## src/rtl/nios2_qsys_dct_packer.sv

```systemverilog
// Packs 2-bit Nios II data-trace atoms into 30-bit DCT frames with flush, idle timeout and
// end-of-test drain. Valid/ready: a beat moves on the clock edge where valid && ready are both high.
module nios2_qsys_dct_packer #(
    parameter int ATOM_W        = 2,
    parameter int SLOTS         = 15,
    parameter int CNT_W         = 4,
    parameter int FRAME_TIMEOUT = 64
) (
    input  logic                      clk,
    input  logic                      reset,
    input  logic                      atom_valid,
    input  logic [ATOM_W-1:0]         atom_data,
    output logic                      atom_ready,
    input  logic                      flush,
    output logic                      frame_valid,
    output logic [ATOM_W*SLOTS-1:0]   frame_data,
    output logic [CNT_W-1:0]          frame_count,
    input  logic                      frame_ready,
    output logic [ATOM_W*SLOTS-1:0]   dct_buffer,
    output logic [CNT_W-1:0]          dct_count,
    input  logic                      test_ending,
    output logic                      test_has_ended
);

    localparam int FRAME_W = ATOM_W * SLOTS;
    localparam int IDLE_W  = (FRAME_TIMEOUT > 1) ? $clog2(FRAME_TIMEOUT) : 1;
    localparam logic [CNT_W-1:0]  FULL_CNT  = CNT_W'(SLOTS);
    localparam logic [IDLE_W-1:0] IDLE_LAST = IDLE_W'(FRAME_TIMEOUT - 1);

    typedef enum logic [1:0] {
        ST_ACCUM  = 2'd0,
        ST_DRAIN  = 2'd1,
        ST_ENDING = 2'd2,
        ST_ENDED  = 2'd3
    } state_t;

    state_t               state_q, state_d;
    logic [FRAME_W-1:0]   buf_q, buf_d;
    logic [FRAME_W-1:0]   fdata_q, fdata_d;
    logic [CNT_W-1:0]     cnt_q, cnt_d;
    logic [CNT_W-1:0]     fcount_q, fcount_d;
    logic                 fvalid_q, fvalid_d;
    logic [IDLE_W-1:0]    idle_q, idle_d;

    logic slot_free;
    logic accept;
    logic timeout_hit;
    logic flush_req;
    logic ending_req;
    logic transfer;

    // The timeout fires on the idle cycle that would take the counter to FRAME_TIMEOUT.
    always_comb begin
        slot_free   = !fvalid_q || frame_ready;
        accept      = atom_valid && atom_ready;
        timeout_hit = (FRAME_TIMEOUT != 0) && (state_q == ST_ACCUM) && (cnt_q != '0)
                      && !accept && (idle_q == IDLE_LAST);
        flush_req   = flush || timeout_hit;
        ending_req  = (state_q == ST_ENDING) || (test_ending && (state_q != ST_ENDED));
    end

    always_ff @(posedge clk) begin
        if (reset) begin
            state_q <= ST_ACCUM;
        end else begin
            state_q <= state_d;
        end
    end

    always_comb begin
        state_d = state_q;
        if (ending_req) begin
            state_d = ((cnt_q == '0) && slot_free && !accept) ? ST_ENDED : ST_ENDING;
        end else begin
            case (state_q)
                ST_ACCUM: if (flush_req) state_d = ST_DRAIN;
                ST_DRAIN: if ((cnt_q == '0) || transfer) state_d = ST_ACCUM;
                default:  state_d = state_q;
            endcase
        end
    end

    always_comb begin
        atom_ready     = !reset && (state_q == ST_ACCUM) && (cnt_q != FULL_CNT);
        test_has_ended = (state_q == ST_ENDED);
        case (state_q)
            ST_ACCUM:            transfer = (cnt_q == FULL_CNT) && slot_free;
            ST_DRAIN, ST_ENDING: transfer = (cnt_q != '0) && slot_free;
            default:             transfer = 1'b0;
        endcase
    end

    // Accept and transfer never coincide: ACCUM transfers only when full, other states never accept.
    always_comb begin
        buf_d    = buf_q;
        cnt_d    = cnt_q;
        fdata_d  = fdata_q;
        fcount_d = fcount_q;
        fvalid_d = fvalid_q;
        idle_d   = '0;

        if (transfer) begin
            fdata_d  = buf_q;
            fcount_d = cnt_q;
            fvalid_d = 1'b1;
            buf_d    = '0;
            cnt_d    = '0;
        end else if (frame_ready) begin
            fvalid_d = 1'b0;
        end

        if (accept) begin
            for (int i = 0; i < SLOTS; i++) begin
                if (cnt_q == CNT_W'(i)) begin
                    buf_d[i*ATOM_W +: ATOM_W] = atom_data;
                end
            end
            cnt_d = cnt_q + CNT_W'(1);
        end

        if (!accept && !transfer && !flush_req && (state_q == ST_ACCUM) && (cnt_q != '0)) begin
            idle_d = idle_q + IDLE_W'(1);
        end
    end

    always_ff @(posedge clk) begin
        if (reset) begin
            buf_q    <= '0;
            cnt_q    <= '0;
            fdata_q  <= '0;
            fcount_q <= '0;
            fvalid_q <= 1'b0;
            idle_q   <= '0;
        end else begin
            buf_q    <= buf_d;
            cnt_q    <= cnt_d;
            fdata_q  <= fdata_d;
            fcount_q <= fcount_d;
            fvalid_q <= fvalid_d;
            idle_q   <= idle_d;
        end
    end

    assign frame_valid = fvalid_q;
    assign frame_data  = fdata_q;
    assign frame_count = fcount_q;
    assign dct_buffer  = buf_q;
    assign dct_count   = cnt_q;

endmodule

```

## config.mk

```make
export PLATFORM = sky130hd
export DESIGN_NAME = nios2_qsys_dct_packer
export DESIGN_NICKNAME = d
export VERILOG_FILES = /design/src/rtl/nios2_qsys_dct_packer.sv
export SDC_FILE = /design/constraint.sdc
export NUM_CORES = 1
export LEC_CHECK = 0
export ABC_AREA = 1
export ABC_CLOCK_PERIOD_IN_PS = 3250
export BUFFER_PORTS_ARGS = -buffer_cell sky130_fd_sc_hd__buf_2
export CORE_ASPECT_RATIO = 1.5
export CORE_UTILIZATION = 57
export CTS_CLUSTER_DIAMETER = 80
export CTS_CLUSTER_SIZE = 8
export DETAILED_ROUTE_END_ITERATION = 12
export PLACE_DENSITY_LB_ADDON = 0.05
export REMOVE_ABC_BUFFERS = 1
export SETUP_SLACK_MARGIN = 0.5
export SLEW_MARGIN = 20
export SYNTH_ARGS = -nofsm -noshare
export SYNTH_HDL_FRONTEND = slang
export SYNTH_SLANG_ARGS = --single-unit
```

## constraint.sdc

```tcl
create_clock -name clk -period 3.25 [get_ports clk]
set_clock_uncertainty 0.1 [all_clocks]
set_input_delay 0.65 -clock clk [delete_from_list [all_inputs] [get_ports clk]]
set_output_delay 0.65 -clock clk [all_outputs]
set_load 0.01 [all_outputs]
```

-- After elaboration in Yosys (flattened, before gate mapping)
Cells that the tools add are included.
- bits of input ports: 8
- logic and storage cells: 93
- flip-flop bits (word level): 77
- output and inout bits: 71
- eq/ne operators: 23
- bitwise gates (word level): 1
- reduce and logical (&&, ||, !) cells: 33
- $add $sub $neg: 2
- multiplexer cells: 27
- operators by type and width (cell ; number):
    2-to-1 mux 30 bit ; 2
    2-to-1 mux 2 bit ; 18
    equality test 4 bit (second input constant) ; 8
    equality test 4 x 3 -> 1 bit (second input constant) ; 4
    logical AND 1 bit ; 15
    equality test 4 x 2 -> 1 bit (second input constant) ; 2
    2-to-1 mux 4 bit ; 2
    adder 6 x 1 -> 6 bit (second input constant) ; 1
    equality test 6 bit (second input constant) ; 1
    inequality test 3 bit (second input constant) ; 2
    logical NOT 1 bit ; 5
    adder 4 x 1 -> 4 bit (second input constant) ; 1
    equality test 2 bit (second input constant) ; 2
    equality test 4 x 1 -> 1 bit (second input constant) ; 1
    logical NOT 4 bit ; 1
    logical OR 1 bit ; 4
    inequality test 4 bit (second input constant) ; 1
    case mux 2 bit (2 select lines) ; 1
    nonzero test 2 bit ; 2
    nonzero test 4 bit ; 1
    OR reduction 2 bit ; 2
    2-to-1 mux 1 bit ; 3
    AND reduction 3 bit ; 1
    nonzero test 3 bit ; 1
    5 further kinds ; 5

-- Logic depth before layout (Yosys ltp)
- depth in word-level cells: 14
- mapped depth: 11
- depth with buffers taken out: 11

-- Least setup slack after synthesis
Ideal clock, no wire load.
- kind: input to register
- start point: input port reset
- end point: register buf_q[14], in the netlist dct_buffer[14]
- library setup time: 0.119 ns
- required time: 3.031 ns
- data arrival time: 1.476 ns
- cell stages on the path: 8
- path buffers: 0
- slack: 1.554 ns
- cell sequence: nor2_1 -> nand3_2 -> inv_2 -> nand2_1 -> inv_1 -> nand2_1 -> o21ai_0 -> a21oi_1
- longest elaborated chain between the ends: 5
- RTL lines (element ; line ; RTL):
    start, declared ; 10 ; input logic reset,
    logical NOT 1 bit ; 84 ; atom_ready = !reset && (state_q == ST_ACCUM) && (cnt_q != FULL_CNT);
    logical AND 1 bit (2 in series) ; 84 ;
    logical AND 1 bit ; 55 ; accept = atom_valid && atom_ready;
    2-to-1 mux 30 bit ; 112 ; if (accept) begin
    end signal, assigned ; 135 ; buf_q <= buf_d;
    end, declared ; 38 ; logic [FRAME_W-1:0] buf_q, buf_d;
Parallel ways exist; a longest one is shown, timed or not.
A chain may end at the register's enable or synchronous reset.

-- Worst setup path after layout
- start point: register cnt_q[0], in the netlist dct_count[0]
- end point: register buf_q[29], in the netlist dct_buffer[29]
- longest elaborated chain between the ends: 6
- elaborated cells on any way between the ends: 12
- those cells by class: eq/ne: 3; mux: 4; reduce/logical: 5
- RTL lines (element ; line ; RTL):
    start, declared ; 40 ; logic [CNT_W-1:0] cnt_q, cnt_d;
    start signal, assigned ; 136 ; cnt_q <= cnt_d;
    equality test 4 bit / nonzero test 4 bit (equally long branches) ; 87, 88 ;
    logical AND 1 bit (on tied branches) ; 87, 88 ;
    case mux 1 bit (2 select lines) ; 86 ; case (state_q)
    2-to-1 mux 30 bit ; 102 ; if (transfer) begin
    2-to-1 mux 2 bit ; 114 ; if (cnt_q == CNT_W'(i)) begin
    2-to-1 mux 30 bit (*) ; 112 ;
Mark *: on every way between the ends. The rest lies on a longest branch, timed or not.

==> impl_table.tex <==
\begin{tabular}{lr}
\hline
Metric & Value \\
\hline
\multicolumn{2}{l}{\textbf{Run status}} \\
Outcome & completed \\
\multicolumn{2}{l}{\textbf{CTS}} \\
Post\_cts resized & 0 \\
H-tree depth reported by CTS & 3 \\
Later-pin clock latency in the skew report & $\sim$0.35 ns \\
Clock slew at reported path FFs & 0.09 ns \\
Hold buffer count at CTS & 0 \\
CTS Root Buffer Type & sky130\_fd\_sc\_hd\_\_clkbuf\_8 \\
Number of buffers inserted during clock tree synthesis & 9 \\
Post-CTS Setup Inserts & 0 \\
Maximum clock insertion buffer count & 2 \\
TritonCTS clock tree & built \\
Total number of clock tree sinks & 77 \\
\multicolumn{2}{l}{\textbf{Setup path}} \\
Class of the most critical setup path & register to register \\
Required time reported for the critical path endpoint & $\sim$3.4 ns \\
End of the worst register-to-register path & dct\_buffer[29] \\
Worst Path Max Fanout & 68 \\
Reg2Reg Setup Slack & between 0.8 and 0.9 ns \\
Launching point of the worst reg2reg path & dct\_count[0] \\
Crit. Startpoint & dct\_count[0] \\
Element type at the critical path end & register \\
Number of cells on the worst reg-to-reg path & 7 \\
Category of the worst setup path launch point & register \\
Worst path arrival time & roughly 2.6 ns \\
Worst Setup EP & dct\_buffer[29] \\
\multicolumn{2}{l}{\textbf{Layout}} \\
Sequential cell area & around 0.0015 mm2 \\
Area of all placed cells without fillers & 0.00378 mm2 \\
Footprint of the multi-input gates & approximately 0.0013 mm2 \\
Share of final-layout standard cells stronger than drive strength 1 & roughly 22\% \\
Nets & between 400 and 500 \\
Number of filler instances in the final layout & approximately 500 \\
Area added between synthesis and finish & 18.6\% \\
Diode insertion count for antenna repair & 0 \\
\multicolumn{2}{l}{\textbf{Synthesis}} \\
Average cell area after synthesis & 7.89 um2 \\
Synth Flop Type & sky130\_fd\_sc\_hd\_\_dfxtp\_1 \\
Leading post-synthesis cells by cell area & sky130\_fd\_sc\_hd\_\_dfxtp\_1, sky130\_fd\_sc\_hd\_\_a21oi\_1, sky130\_fd\_sc\_hd\_\_nand2\_1, sky130\_fd\_sc\_hd\_\_o21ai\_0, sky130\_fd\_sc\_hd\_\_inv\_1 \\
Fraction of post-synthesis cell area in the top cell type by area & a little under 50\% \\
Synthesis Warnings & 0 \\
Fraction of registers with async set/reset & 0\% \\
Number of synthesized flops with an enable pin & 0 \\
Post-synth cell types & 26 \\
Proportion of synthesized chip area in sequential cells & 48.4\% \\
Leading area contributor after synthesis & sky130\_fd\_sc\_hd\_\_dfxtp\_1 \\
Flop and latch count out of synthesis & 77 \\
Post-Synthesis Cell Area & roughly 0.0032 mm2 \\
Number of instances in the synthesized netlist & 404 \\
\multicolumn{2}{l}{\textbf{Timing}} \\
Headroom to the max-slew limit & 44.1\% \\
Final-report max-slew violation count & 0 \\
Max Clk Rate & between 400 and 500 MHz \\
Setup repair after global routing missed its margin & false \\
Slew @ Worst Pin & $\sim$0.84 ns \\
Part of the cycle the worst path needs & between 70\% and 80\% \\
Fin crit period & about 2.4 ns \\
Finish-stage setup viols & 0 \\
Final Hold Viols & 0 \\
Final worst setup slack & about 0.9 ns \\
\multicolumn{2}{l}{\textbf{Route}} \\
First drt pass iteration count & 4 \\
Post-route ant nets & 0 \\
Total vias in the final route & roughly 2800 \\
DRT iter0 DRCs & between 150 and 200 \\
DRC Markers & 0 \\
Number of vias per cell & around 5.0 \\
Average wire per cell in the routed design & about 12 um \\
Routed Wire Length & between 6000 and 7000 um \\
\multicolumn{2}{l}{\textbf{GRT}} \\
Initial antenna violation count & 0 \\
Combined global-route utilization of all metal layers & approximately a quarter \\
First-pass GRT wire length & 10900 um \\
GR Overflow Total & 0 \\
Via count of the first global-routing pass & about 2400 \\
Largest net degree at the start of global routing & just under 70 \\
\multicolumn{2}{l}{\textbf{Power and ir drop}} \\
Seq pwr share & 42.2\% \\
Total power & a little under 3 mW \\
Total net switching power & $\sim$1.0 mW \\
Clock network power share & between 20\% and 30\% \\
Leakage & approximately 1.7 nW \\
Power per Cell Area & 770 mW/mm2 \\
Peak supply drop & around 0.47 mV \\
Cell internal pwr & about 1.9 mW \\
Net switching fraction of the power & approximately a third \\
Combinational share of power & between 20\% and 30\% \\
\multicolumn{2}{l}{\textbf{Run}} \\
Number of maximum-capacitance constraint violations & 0 \\
\multicolumn{2}{l}{\textbf{Floorplanning}} \\
DIE HEIGHT & between 90 and 100 um \\
Core Region & 0.00541 mm2 \\
Starting density of the core & between 50\% and 60\% \\
Chip Width & between 60 and 70 um \\
Row Count & 33 \\
Top-Level Pins & around 80 \\
Die area & between 0.005 and 0.006 mm2 \\
\multicolumn{2}{l}{\textbf{Placement}} \\
Placement-stage worst setup slack & 0.906 ns \\
HPWL after detailed placement & $\sim$4400 um \\
Post-Place Cell Area & 0.00355 mm2 \\
Count of input and output buffers & 78 \\
Gp weighted congestion & approximately 0.8 \\
\multicolumn{2}{l}{\textbf{Hold path}} \\
Worst hold path stage count & 2 \\
Hold/Removal Path Class & register to register \\
\hline
\end{tabular}
-- sequential cells by signal, summed over array words and instances, names as in the netlist --
register and cells:
dct_buffer 30, frame_data 30, frame_count 4, dct_count 4
frame_valid 1, state_q 2, idle_q 6
-- routing by layer --
metal,track usage [%],wire [um],vias up
li1,-,-,1461
met1,26.9,2820,1240
met2,41.1,3380,57
met3,5.85,241,6
met4,10.5,104,0
met5,0,0,-
-- power groups by stage --
stage / Combinational, mW / Sequential (mW) / Clock, mW
3_3_place_gp: 0.853 / 1.24 / 0
3_5_place_dp: 0.865 / 1.25 / 0
2_1_floorplan: 0.452 / 1.34 / 0
4_1_cts: 0.868 / 1.23 / 0.833
6_report: 0.858 / 1.23 / 0.823
5_1_grt: 0.987 / 1.26 / 0.873
-- critical path: stages, from the launching register on --
cell                      delay [ns]
sky130_fd_sc_hd__dfxtp_1        0.39
sky130_fd_sc_hd__inv_1          0.12
sky130_fd_sc_hd__ha_1           0.27
sky130_fd_sc_hd__nand2_2        0.12
sky130_fd_sc_hd__o21ai_4        0.66
sky130_fd_sc_hd__buf_12         0.34
sky130_fd_sc_hd__nand2_1        0.11
sky130_fd_sc_hd__a21oi_1        0.16
-- cell type report --
type / count / share of cell area (%)
inverter: 55 / 5.47
clock buffer: 10 / 3.64
sequential: 77 / 40.8
timing repair buffer: 80 / 11.1
tap: 70 / 2.32
multi-input combinational: 251 / 34.2
clock inverter: 6 / 2.45
-- cells in the mapped netlist, types with 3 or more instances --
cell type                   n
sky130_fd_sc_hd__a21oi_1   70
sky130_fd_sc_hd__ha_1       9
sky130_fd_sc_hd__o21ai_1   25
sky130_fd_sc_hd__nor3_1     5
sky130_fd_sc_hd__xor2_1     3
sky130_fd_sc_hd__o21ai_0   43
sky130_fd_sc_hd__nand3_1   11
sky130_fd_sc_hd__nand3_2    3
sky130_fd_sc_hd__nor2_1    12
sky130_fd_sc_hd__nand2_1   61
sky130_fd_sc_hd__clkbuf_1   8
sky130_fd_sc_hd__buf_4      3
sky130_fd_sc_hd__buf_6      8
sky130_fd_sc_hd__inv_1     54
sky130_fd_sc_hd__dfxtp_1   77
-- how the worst min path moves through the flow --
stage                         startpoint        endpoint
after floorplan                idle_q[0]       idle_q[0]
after global placement     frame_data[1]   frame_data[1]
after detailed placement   frame_data[6]   frame_data[6]
after CTS                 frame_data[13]  frame_data[13]
after global routing       frame_data[5]   frame_data[5]
final                      frame_data[6]   frame_data[6]
-- placed cells by master (no fill, tap or decap), drive strengths merged --
master    Yosys  final
nor2         13     13
bufinv        0      2
nor3b         1      1
a21oi        71     71
ha            9      9
clkinvlp      0      2
buf          13     80
nor3          5      5
clkinv        0      1
o21ai        69     69
or2           1      1
clkbuf        8     10
inv          55     56
xnor2         2      2
nand4         1      1
xor2          3      3
dfxtp        77     77
nand3        14     14
nand2        62     62
-- metrics by stage --
stage | util (%) | setup TNS [ns] | hold WS, ns | std cells
3_5_place_dp | 65.6 | 0 | 0.334 | 533
6_report | 69.8 | 0 | 0.343 | 549
3_3_place_gp | 65.6 | 0 | 0.328 | 533
5_1_grt | 69.8 | 0 | 0.367 | 549
4_1_cts | 69.8 | 0 | 0.347 | 549
2_1_floorplan | - | -1.31 | 0.332 | 383
-- cell families (layout without fill, tap and decap cells) --
| logic type | Yosys count | count (layout) | synth area share, % |
|---|---|---|---|
| AOI/OAI and AO/OA | 140 | 140 | 22.2 |
| xor gates and xnor gates | 5 | 5 | 1.37 |
| buffers and inverters | 76 | 151 | 11.2 |
| and+or+nand+nor | 97 | 97 | 13.2 |
| DFF | 77 | 77 | 48.4 |
| adders and majority gates | 9 | 9 | 3.54 |
(Power assumes the default switching activity.)
